File: src/rtl/seq_arith_unit.sv
// Sequential signed/unsigned multiplier and restoring divider sharing one shift/add-subtract datapath.
// The divider is compiled in only when SEQ_ARITH_DIV_EN is defined; otherwise div ops return 0 with err set.
module seq_arith_unit #(
  parameter int unsigned WORD_LENGTH = 9
) (
  input  logic                       clk,
  input  logic                       reset,
  input  logic                       start,
  input  logic [1:0]                 op,
  input  logic [WORD_LENGTH-1:0]     a,
  input  logic [WORD_LENGTH-1:0]     b,
  output logic                       ready,
  output logic                       done,
  output logic [2*WORD_LENGTH-1:0]   result,
  output logic                       err
);

  localparam int unsigned W  = WORD_LENGTH;
  localparam int unsigned RW = 2 * WORD_LENGTH;
  localparam int unsigned CW = $clog2(WORD_LENGTH + 1);

  typedef enum logic [2:0] {IDLE, LOAD, RUN, FIX, DONE} state_t;

  state_t          state, state_next;
  logic [1:0]      op_q;
  logic [W-1:0]    a_raw, b_raw;
  logic [W-1:0]    opa, opb;
  logic [RW-1:0]   acc;
  logic [CW-1:0]   cnt;
  logic            neg_res;
  logic            is_div, is_signed;
  logic [W:0]      mult_sum;
  logic [RW-1:0]   mult_acc;
  logic [RW-1:0]   prod_fix;
  logic [RW-1:0]   res_fix;
  logic            err_fix;
`ifdef SEQ_ARITH_DIV_EN
  logic            neg_rem, div_zero;
  logic [W:0]      rem_sh;
  logic            trial_ok;
  logic [W-1:0]    rem_new;
  logic [RW-1:0]   div_acc;
  logic [W-1:0]    quo_fix, rem_fix;
`endif

  assign is_div    = op_q[1];
  assign is_signed = ~op_q[0];

  // Magnitude of a two's-complement word; -2^(W-1) maps to unsigned 2^(W-1).
  function automatic logic [W-1:0] mag(input logic [W-1:0] x, input logic sgn);
    return (sgn && x[W-1]) ? ~x + W'(1) : x;
  endfunction

  always_ff @(posedge clk or negedge reset) begin
    if (!reset) state <= IDLE;
    else        state <= state_next;
  end

  always_comb begin
    state_next = state;
    case (state)
      IDLE:    if (start) state_next = LOAD;
      LOAD:    state_next = RUN;
      RUN:     if (cnt == CW'(W - 1)) state_next = FIX;
      FIX:     state_next = DONE;
      DONE:    state_next = IDLE;
      default: state_next = IDLE;
    endcase
  end

  // One iteration of shift-add (mult) or shift-trial-subtract (div), plus the sign fix-up.
  always_comb begin
    mult_sum = {1'b0, acc[RW-1:W]} + (opb[0] ? {1'b0, opa} : '0);
    mult_acc = {mult_sum, acc[W-1:1]};
    prod_fix = neg_res ? ~acc + RW'(1) : acc;
`ifdef SEQ_ARITH_DIV_EN
    rem_sh   = acc[RW-1:W-1];
    trial_ok = rem_sh >= {1'b0, opb};
    rem_new  = trial_ok ? rem_sh[W-1:0] - opb : rem_sh[W-1:0];
    div_acc  = {rem_new, acc[W-2:0], trial_ok};
    quo_fix  = div_zero ? '1 : (neg_res ? ~acc[W-1:0] + W'(1) : acc[W-1:0]);
    rem_fix  = div_zero ? a_raw : (neg_rem ? ~acc[RW-1:W] + W'(1) : acc[RW-1:W]);
    res_fix  = is_div ? {rem_fix, quo_fix} : prod_fix;
    err_fix  = is_div & div_zero;
`else
    res_fix  = is_div ? '0 : prod_fix;
    err_fix  = is_div;
`endif
  end

  always_ff @(posedge clk or negedge reset) begin
    if (!reset) begin
      op_q     <= '0;
      a_raw    <= '0;
      b_raw    <= '0;
      opa      <= '0;
      opb      <= '0;
      acc      <= '0;
      cnt      <= '0;
      neg_res  <= 1'b0;
`ifdef SEQ_ARITH_DIV_EN
      neg_rem  <= 1'b0;
      div_zero <= 1'b0;
`endif
      ready    <= 1'b1;
      done     <= 1'b0;
      result   <= '0;
      err      <= 1'b0;
    end else begin
      ready <= (state_next == IDLE);
      done  <= (state == FIX);
      case (state)
        IDLE: if (start) begin
          op_q  <= op;
          a_raw <= a;
          b_raw <= b;
        end
        LOAD: begin
          opa     <= mag(a_raw, is_signed);
          opb     <= mag(b_raw, is_signed);
          neg_res <= is_signed & (a_raw[W-1] ^ b_raw[W-1]);
          cnt     <= '0;
`ifdef SEQ_ARITH_DIV_EN
          neg_rem  <= is_signed & a_raw[W-1];
          div_zero <= is_div & (b_raw == '0);
          acc      <= is_div ? {{W{1'b0}}, mag(a_raw, is_signed)} : '0;
`else
          acc      <= '0;
`endif
        end
        RUN: begin
          cnt <= cnt + CW'(1);
`ifdef SEQ_ARITH_DIV_EN
          if (is_div) begin
            acc <= div_acc;
          end else begin
            acc <= mult_acc;
            opb <= opb >> 1;
          end
`else
          acc <= mult_acc;
          opb <= opb >> 1;
`endif
        end
        FIX: begin
          result <= res_fix;
          err    <= err_fix;
        end
        default: ;
      endcase
    end
  end

endmodule
File: config.mk
export PLATFORM = sky130hd
export DESIGN_NAME = seq_arith_unit
export DESIGN_NICKNAME = d
export VERILOG_FILES = /design/src/rtl/seq_arith_unit.sv
export SDC_FILE = /design/constraint.sdc
export NUM_CORES = 1
export LEC_CHECK = 0
export ABC_AREA = 1
export BUFFER_PORTS_ARGS = -buffer_cell sky130_fd_sc_hd__buf_2
export CAP_MARGIN = 20
export CORE_MARGIN = 3
export CORE_UTILIZATION = 33
export DETAILED_ROUTE_END_ITERATION = 8
export GPL_TIMING_DRIVEN = 0
export SYNTH_ARGS = -nofsm -noshare
export SYNTH_HDL_FRONTEND = slang
export SYNTH_SLANG_ARGS = --single-unit
File: constraint.sdc
create_clock -name clk -period 4.28 [get_ports clk]
set_input_delay 0.214 -clock clk [delete_from_list [all_inputs] [get_ports clk]]
set_output_delay 0.214 -clock clk [all_outputs]
set_load 0.05 [all_outputs]
==> results_dict.tcl, run 1 <==
set metrics [dict create \
    status "complete, no violations" \
    drt_iter0_markers 151 \
    clockBufferDepth 2 \
    grt_pass1_wl_um 17000 \
    place_ws_ns 2.15 \
    h-tree-depth 3 \
    synth.area.mux_share_pct 0.506 \
    antenna_found_initial 0 \
    syn_nets 588 \
    cts_tree "done" \
    antenna_left 0 \
    clock_skew_ns 0.00504 \
    dr.pass1.iters 4 \
    cts_buffers 9 \
    synth_edf_count 0 \
    wirelength_um 9640 \
    synth_seq_cells 85 \
    gp_congestion 0.821 \
    crit_path_max_incr_delay_ns 0.40 \
    cp.arrival_ns 2.37 \
    rsz0062_at_grt "false" \
    port_buffers 43 \
    async_flop_share_pct 100 \
    relSlewSlack_pct 66.4 \
    synth-xor-area-share_pct 2.36 \
    yosysMostFrequentCell "nand2_1" \
    vias 3643 \
    root_buffer "clkbuf_16" \
    worstSetupEndpointType "register" \
    criticalPathCategory "reg -> reg" \
    fin_util_pct 40.5 \
    die_w_um 122 \
    first_global_vias 3702 \
    synth_compound_area_share_pct 13.1 \
    setup_ws_ns 2.16 \
    yosysTopAreaCell "dfrtp_1" \
    core-area_mm2 0.0129 \
    netlist.area_leader.share_pct 47.3 \
    yosys_warnings 0 \
    power_density_mw_per_mm2 795 \
    clock_sinks 85 \
    grt_max_degree 66 \
    start_kind "register" \
    total_power_mw 4.15 \
    path_buf_inv 4 \
    setup_viol 0 \
    grt_overflow 0 \
    max_freq_mhz 472 \
    p_sw_mw 1.87 \
    cp_cell_sequence "clkbuf_1, nand2_1, inv_1, ha_1, inv_1, fa_1, inv_1, nand3_1, nand2_1, nand2_1, nand3_1, nand2_1, o21ai_0" \
    die_h_um 122 \
    clk_latency_ns 0.33 \
    vias_per_cell 4.65 \
    cp_common_cell "nand2_1" \
    hp-start "a[8]" \
    clkTransAtPathRegs_ns 0.06 \
    min_period_ns 2.12 \
    setup_tns_ns 0 \
    worst_ep_required_time_ns 4.53 \
    wl_per_cell_um 12.3 \
    synth_cells 550 \
    gr-usage-all-layers_pct 14.2 \
    synth_top_family_by_area "simple AND/OR/NAND/NOR gates" \
    synth.top_cells.by_count "nand2_1 (134), dfrtp_1 (84), inv_1 (68)" \
    synth.distinct_cells 36 \
    netlist_area_mm2 0.00445 \
    hp-class "in -> reg" \
    combPwrFrac_pct 48.6 \
    drv_slew 0 \
    boundaryPins 44 \
    drcViolationCount 0 \
    avgSynthCellArea_um2 8.09 \
    drv_cap 0 \
    dpl.hpwl_um 7350 \
    p_sw_share_pct 45.0 \
    fill_cells 1326 \
    final_nets 644 \
    p_int_mw 2.28 \
    post-cts-setup-buffers 0 \
    start_util_pct 34.5 \
    hold_viol 0 \
    synthTopCellsByArea "dfrtp_1 (47%), nand2_1 (11%), inv_1 (5.7%)" \
    die-area_mm2 0.0149 \
    synth_fa_ha_area_share_pct 4.39 \
    ir_drop_mv 0.294 \
    p_clk_share_pct 18.6 \
    crit_path_start "opb[0]$_DFFE_PN0P_" \
    synth-simple-area-share_pct 23.3 \
    ys_seq_area_share_pct 47.8 \
    seq_power_share_pct 32.8 \
    worstMarginPinSlew_ns 0.499 \
    power.leakage_nw 2.68 \
    row_count 41 \
    fin_crit_sh_pct 49.5 \
    drive_above_1_share_pct 14.6 \
    cp_slowest_cell "fa_1" \
    antenna_cells 0 \
    synth_ff_type "dfrtp_1" \
    r2r-start "opb[0]$_DFFE_PN0P_" \
    crit_family "adder cells" \
    area_growth_pct 17.3 \
    critPathMaxFanout 10 \
    whs_ns 0.112 \
]
## worst register-to-register path: stages, from the launching register on
cell      delay (ns)
dfrtp_1         0.32
clkbuf_1        0.32
nand2_1         0.09
inv_1           0.08
ha_1            0.16
inv_1           0.05
fa_1            0.40
inv_1           0.08
nand3_1         0.06
nand2_1         0.13
nand2_1         0.08
nand3_1         0.08
nand2_1         0.04
o21ai_0         0.14
## metrics by stage
stage | instance area, um^2 | cells
finish | 5220 | 783
global route | 5220 | 783
CTS | 5220 | 783
detailed placement | 4910 | 766
global placement | 4880 | 765
floorplan | 4450 | 550
## registers in the layout, summed over array words and instances (netlist names)
| signal | count |
|---|---|
| neg_res | 1 |
| result | 18 |
| opb | 9 |
| cnt | 4 |
| b_raw | 9 |
| opa | 9 |
| ready | 1 |
| err | 1 |
| state | 3 |
| op_q | 2 |
| done | 1 |
| a_raw | 9 |
| acc | 18 |
## cells by family after synthesis
| logic type | Yosys count |
|---|---|
| AND/OR/NAND/NOR | 242 |
| AO/OA/AOI/OAI | 105 |
| buffers and inverters | 89 |
| flip-flops | 85 |
| adder cells (fa/ha/maj) | 15 |
| XOR/XNOR | 12 |
| multiplexers | 2 |
## placed cells by master (no fill, tap or decap), types with 8 or more instances in the layout
cell type / Yosys / layout
ha_1: 14 / 14
xor2_1: 11 / 11
a21oi_1: 37 / 37
clkbuf_16: 0 / 9
o22ai_1: 14 / 14
nor2_1: 45 / 45
nand2_1: 134 / 134
clkbuf_1: 4 / 8
inv_1: 68 / 68
buf_2: 7 / 49
nand3_1: 46 / 46
o21ai_0: 39 / 39
dfrtp_1: 84 / 84
## worst paths after layout
check / cells past startpoint / to / slack, ns
worst min-delay path: 2 / a_raw[8]$_DFFE_PN0P_ / 0.11
min in group asynchronous: 2 / result[0]$_DFFE_PN0P_ / 0.30
worst max register to register: 13 / acc[16]$_DFFE_PN0P_ / 2.16
worst min register to register: 1 / cnt[3]$_DFFE_PN0P_ / 0.47
max in group asynchronous: 3 / ready$_DFF_PN1_ / 3.36
worst max-delay path: 13 / acc[16]$_DFFE_PN0P_ / 2.16
## final cells by class
cell class	instances	area [um^2]	share of cell area [%]
multi-input combinational	376	1940	37.2
tap	172	215	4.13
buffer	17	110	2.11
inverter	72	270	5.18
clock buffer	15	268	5.13
sequential	85	2130	40.8
clock inverter	1	30.0	0.576
timing repair buffer	45	255	4.89
## layer usage
metal	track usage, %	up-vias	part of all wire (%)
met3	3.16	10	3.9
met5	0	-	0
met2	23.8	65	47
met1	18.3	1666	48
li1	-	1902	-
met4	4.34	0	1.4
## power groups by stage
stage | registers (mW) | logic, mW | clock network, mW
after floorplan | 1.60 | 1.30 | 0
after global placement | 1.36 | 1.97 | 0
after detailed placement | 1.37 | 2.03 | 0
after CTS | 1.36 | 2.04 | 0.796
after global routing | 1.40 | 2.29 | 0.834
final | 1.36 | 2.02 | 0.770
## repair_timing
item | 4_1_cts | 5_1_grt
hold buffers | 1 | 0
gates resized for setup | 0 | 0
setup endpoints to repair | 0 | 0
endpoints found under the hold margin | 20 | 0
Note: power is estimated with default switching activity, not from simulation.
==> inputs of run 2 (changes only) <==
clock period = 1.8 ns   (was 4.28 ns; I/O delays follow)
==> results_dict.tcl, run 2 (synthesis results as in run 1) <==
set metrics [dict create \
    r2r-start "opb[0]$_DFFE_PN0P_" \
    whs_ns 0.00612 \
    cp_common_cell "inv_2" \
    fin_crit_sh_pct 95.4 \
    critPathMaxFanout 7 \
    setup_tns_ns 0 \
    reg_top3 "acc x18, result x18" \
    drv_slew 0 \
    p_sw_mw 4.55 \
    start_util_pct 34.5 \
    relSlewSlack_pct 67.0 \
    vias_per_cell 4.63 \
    clockBufferDepth 2 \
    core-area_mm2 0.0129 \
    die_w_um 122 \
    worstSetupEndpointType "register" \
    vias 3699 \
    drv_cap 0 \
    clkTransAtPathRegs_ns 0.06 \
    status "complete, no violations" \
    grt_overflow 0 \
    max_freq_mhz 582 \
    clock_skew_ns 0.00497 \
    multi_input_area_mm2 0.00206 \
    ir_drop_mv 0.671 \
    seqCellArea_mm2 0.00213 \
    criticalPathCategory "reg -> reg" \
    port_buffers 43 \
    cp_cell_sequence "buf_8, nand2_2, inv_2, ha_4, inv_2, fa_2, inv_2, nand3_2, nand2_4, a21oi_1, o21ai_0, o21ai_1" \
    layout_common_cells "nand2_1 (130), dfrtp_1 (84), inv_1 (65)" \
    clk_latency_ns 0.34 \
    cp_slowest_cell "fa_2" \
    setup_viol 0 \
    dr.pass1.iters 4 \
    path_buf_inv 4 \
    p_sw_share_pct 45.4 \
    wl_per_cell_um 12.4 \
    gp_congestion 0.814 \
    fill_cells 1311 \
    power_density_mw_per_mm2 1830 \
    drt_iter0_markers 160 \
    hp-start "b[4]" \
    hold_viol 0 \
    hp-class "in -> reg" \
    final_nets 661 \
    antenna_found_initial 0 \
    row_count 41 \
    cp.arrival_ns 1.94 \
    grt_pass1_wl_um 16700 \
    cts_tree "done" \
    worst_ep_required_time_ns 2.02 \
    dpl.hpwl_um 7300 \
    root_buffer "clkbuf_16" \
    antenna_left 0 \
    die_h_um 122 \
    first_global_vias 3650 \
    drcViolationCount 0 \
    seq_power_share_pct 32.5 \
    h-tree-depth 3 \
    grt_max_degree 66 \
    crit_path_max_incr_delay_ns 0.36 \
    cts_buffers 9 \
    layout_commonest_cell "nand2_1" \
    drive_above_1_share_pct 18.5 \
    p_clk_share_pct 17.1 \
    gr-usage-all-layers_pct 14.2 \
    power.leakage_nw 2.77 \
    min_period_ns 1.72 \
    area_growth_pct 23.5 \
    crit_path_start "opb[0]$_DFFE_PN0P_" \
    clock_sinks 85 \
    die-area_mm2 0.0149 \
    crit_family "adder cells" \
    p_int_mw 5.49 \
    antenna_cells 0 \
    rsz0062_at_grt "true" \
    combPwrFrac_pct 50.4 \
    wirelength_um 9910 \
    boundaryPins 44 \
    start_kind "register" \
    worstMarginPinSlew_ns 0.490 \
]
[run 2: changes by cell type in the layout (fill, tap and decap cells not counted), moves of 3 or more]
cell / previous run / this run
dlygate4sd3_1: 1 / 15
a21oi_2: 0 / 4
ha_4: 0 / 5
ha_1: 14 / 8
inv_1: 68 / 65
nand2_1: 134 / 130
buf_4: 3 / 6
clkbuf_1: 8 / 5
a21oi_1: 37 / 33
inv_2: 4 / 7
[run 2: per-layer routing]
| metal | wire length [um] | global-route usage, % |
|---|---|---|
| met2 | 4640 | 23.5 |
| met4 | 141 | 4.62 |
| met3 | 391 | 3.39 |
| met5 | 0 | 0 |
| met1 | 4730 | 18.3 |
[run 2: repair_timing]
action                                  in CTS  in global routing
pin swaps                                    0                  7
buffers inserted                             2                  1
hold buffers                                15                  0
endpoints found under the setup margin       4                  5
gates resized for setup                      4                 27
cloned                                       0                  0
hold endpoints to repair                    66                  0
[run 2: power by group through the flow]
stage	combinational [mW]	sequential (mW)	clock [mW]
6_report	5.06	3.26	1.72
5_1_grt	5.70	3.37	1.87
4_1_cts	4.91	3.24	1.79
3_5_place_dp	4.81	3.27	0
3_3_place_gp	4.70	3.25	0
2_1_floorplan	3.11	3.80	0
[run 2: layout make-up]
cell class,count,share of cell area [%]
flip-flops and latches,85,38.8
multi-input cells,376,37.5
well taps,172,3.92
inverters,72,4.92
clock inverters,1,0.0911
plain buffers,17,2.21
repair buffers,62,7.61
clock buffers,14,4.99
[run 2: stage by stage]
step                instances  cell area (um^2)  power, mW  utilization (%)  setup slack, ns
floorplan                 550              4450       6.91                -           0.0399
global placement          765              4880       7.94             37.9           -0.127
detailed placement        766              4910       8.09             38.1           -0.150
CTS                       798              5370       9.94             41.7           0.0126
global route              799              5490       11.0             42.6          -0.0478
finish                    799              5490       10.0             42.6           0.0825
[run 2: tightest hold or removal path: stages]
cell and delay (ns):
buf_2 0.08, nor2_1 0.03, a21oi_1 0.10
[run 2: worst paths after layout]
| check | to | slack [ns] | cells past startpoint |
|---|---|---|---|
| max | acc[12]$_DFFE_PN0P_ | 0.08 | 12 |
| min | b_raw[4]$_DFFE_PN0P_ | 0.006 | 3 |
| max reg2reg | acc[12]$_DFFE_PN0P_ | 0.08 | 12 |
| min reg2reg | result[17]$_DFFE_PN0P_ | 0.47 | 2 |
| max in group asynchronous | ready$_DFF_PN1_ | 1.01 | 3 |
| min in group asynchronous | result[2]$_DFFE_PN0P_ | 0.17 | 2 |
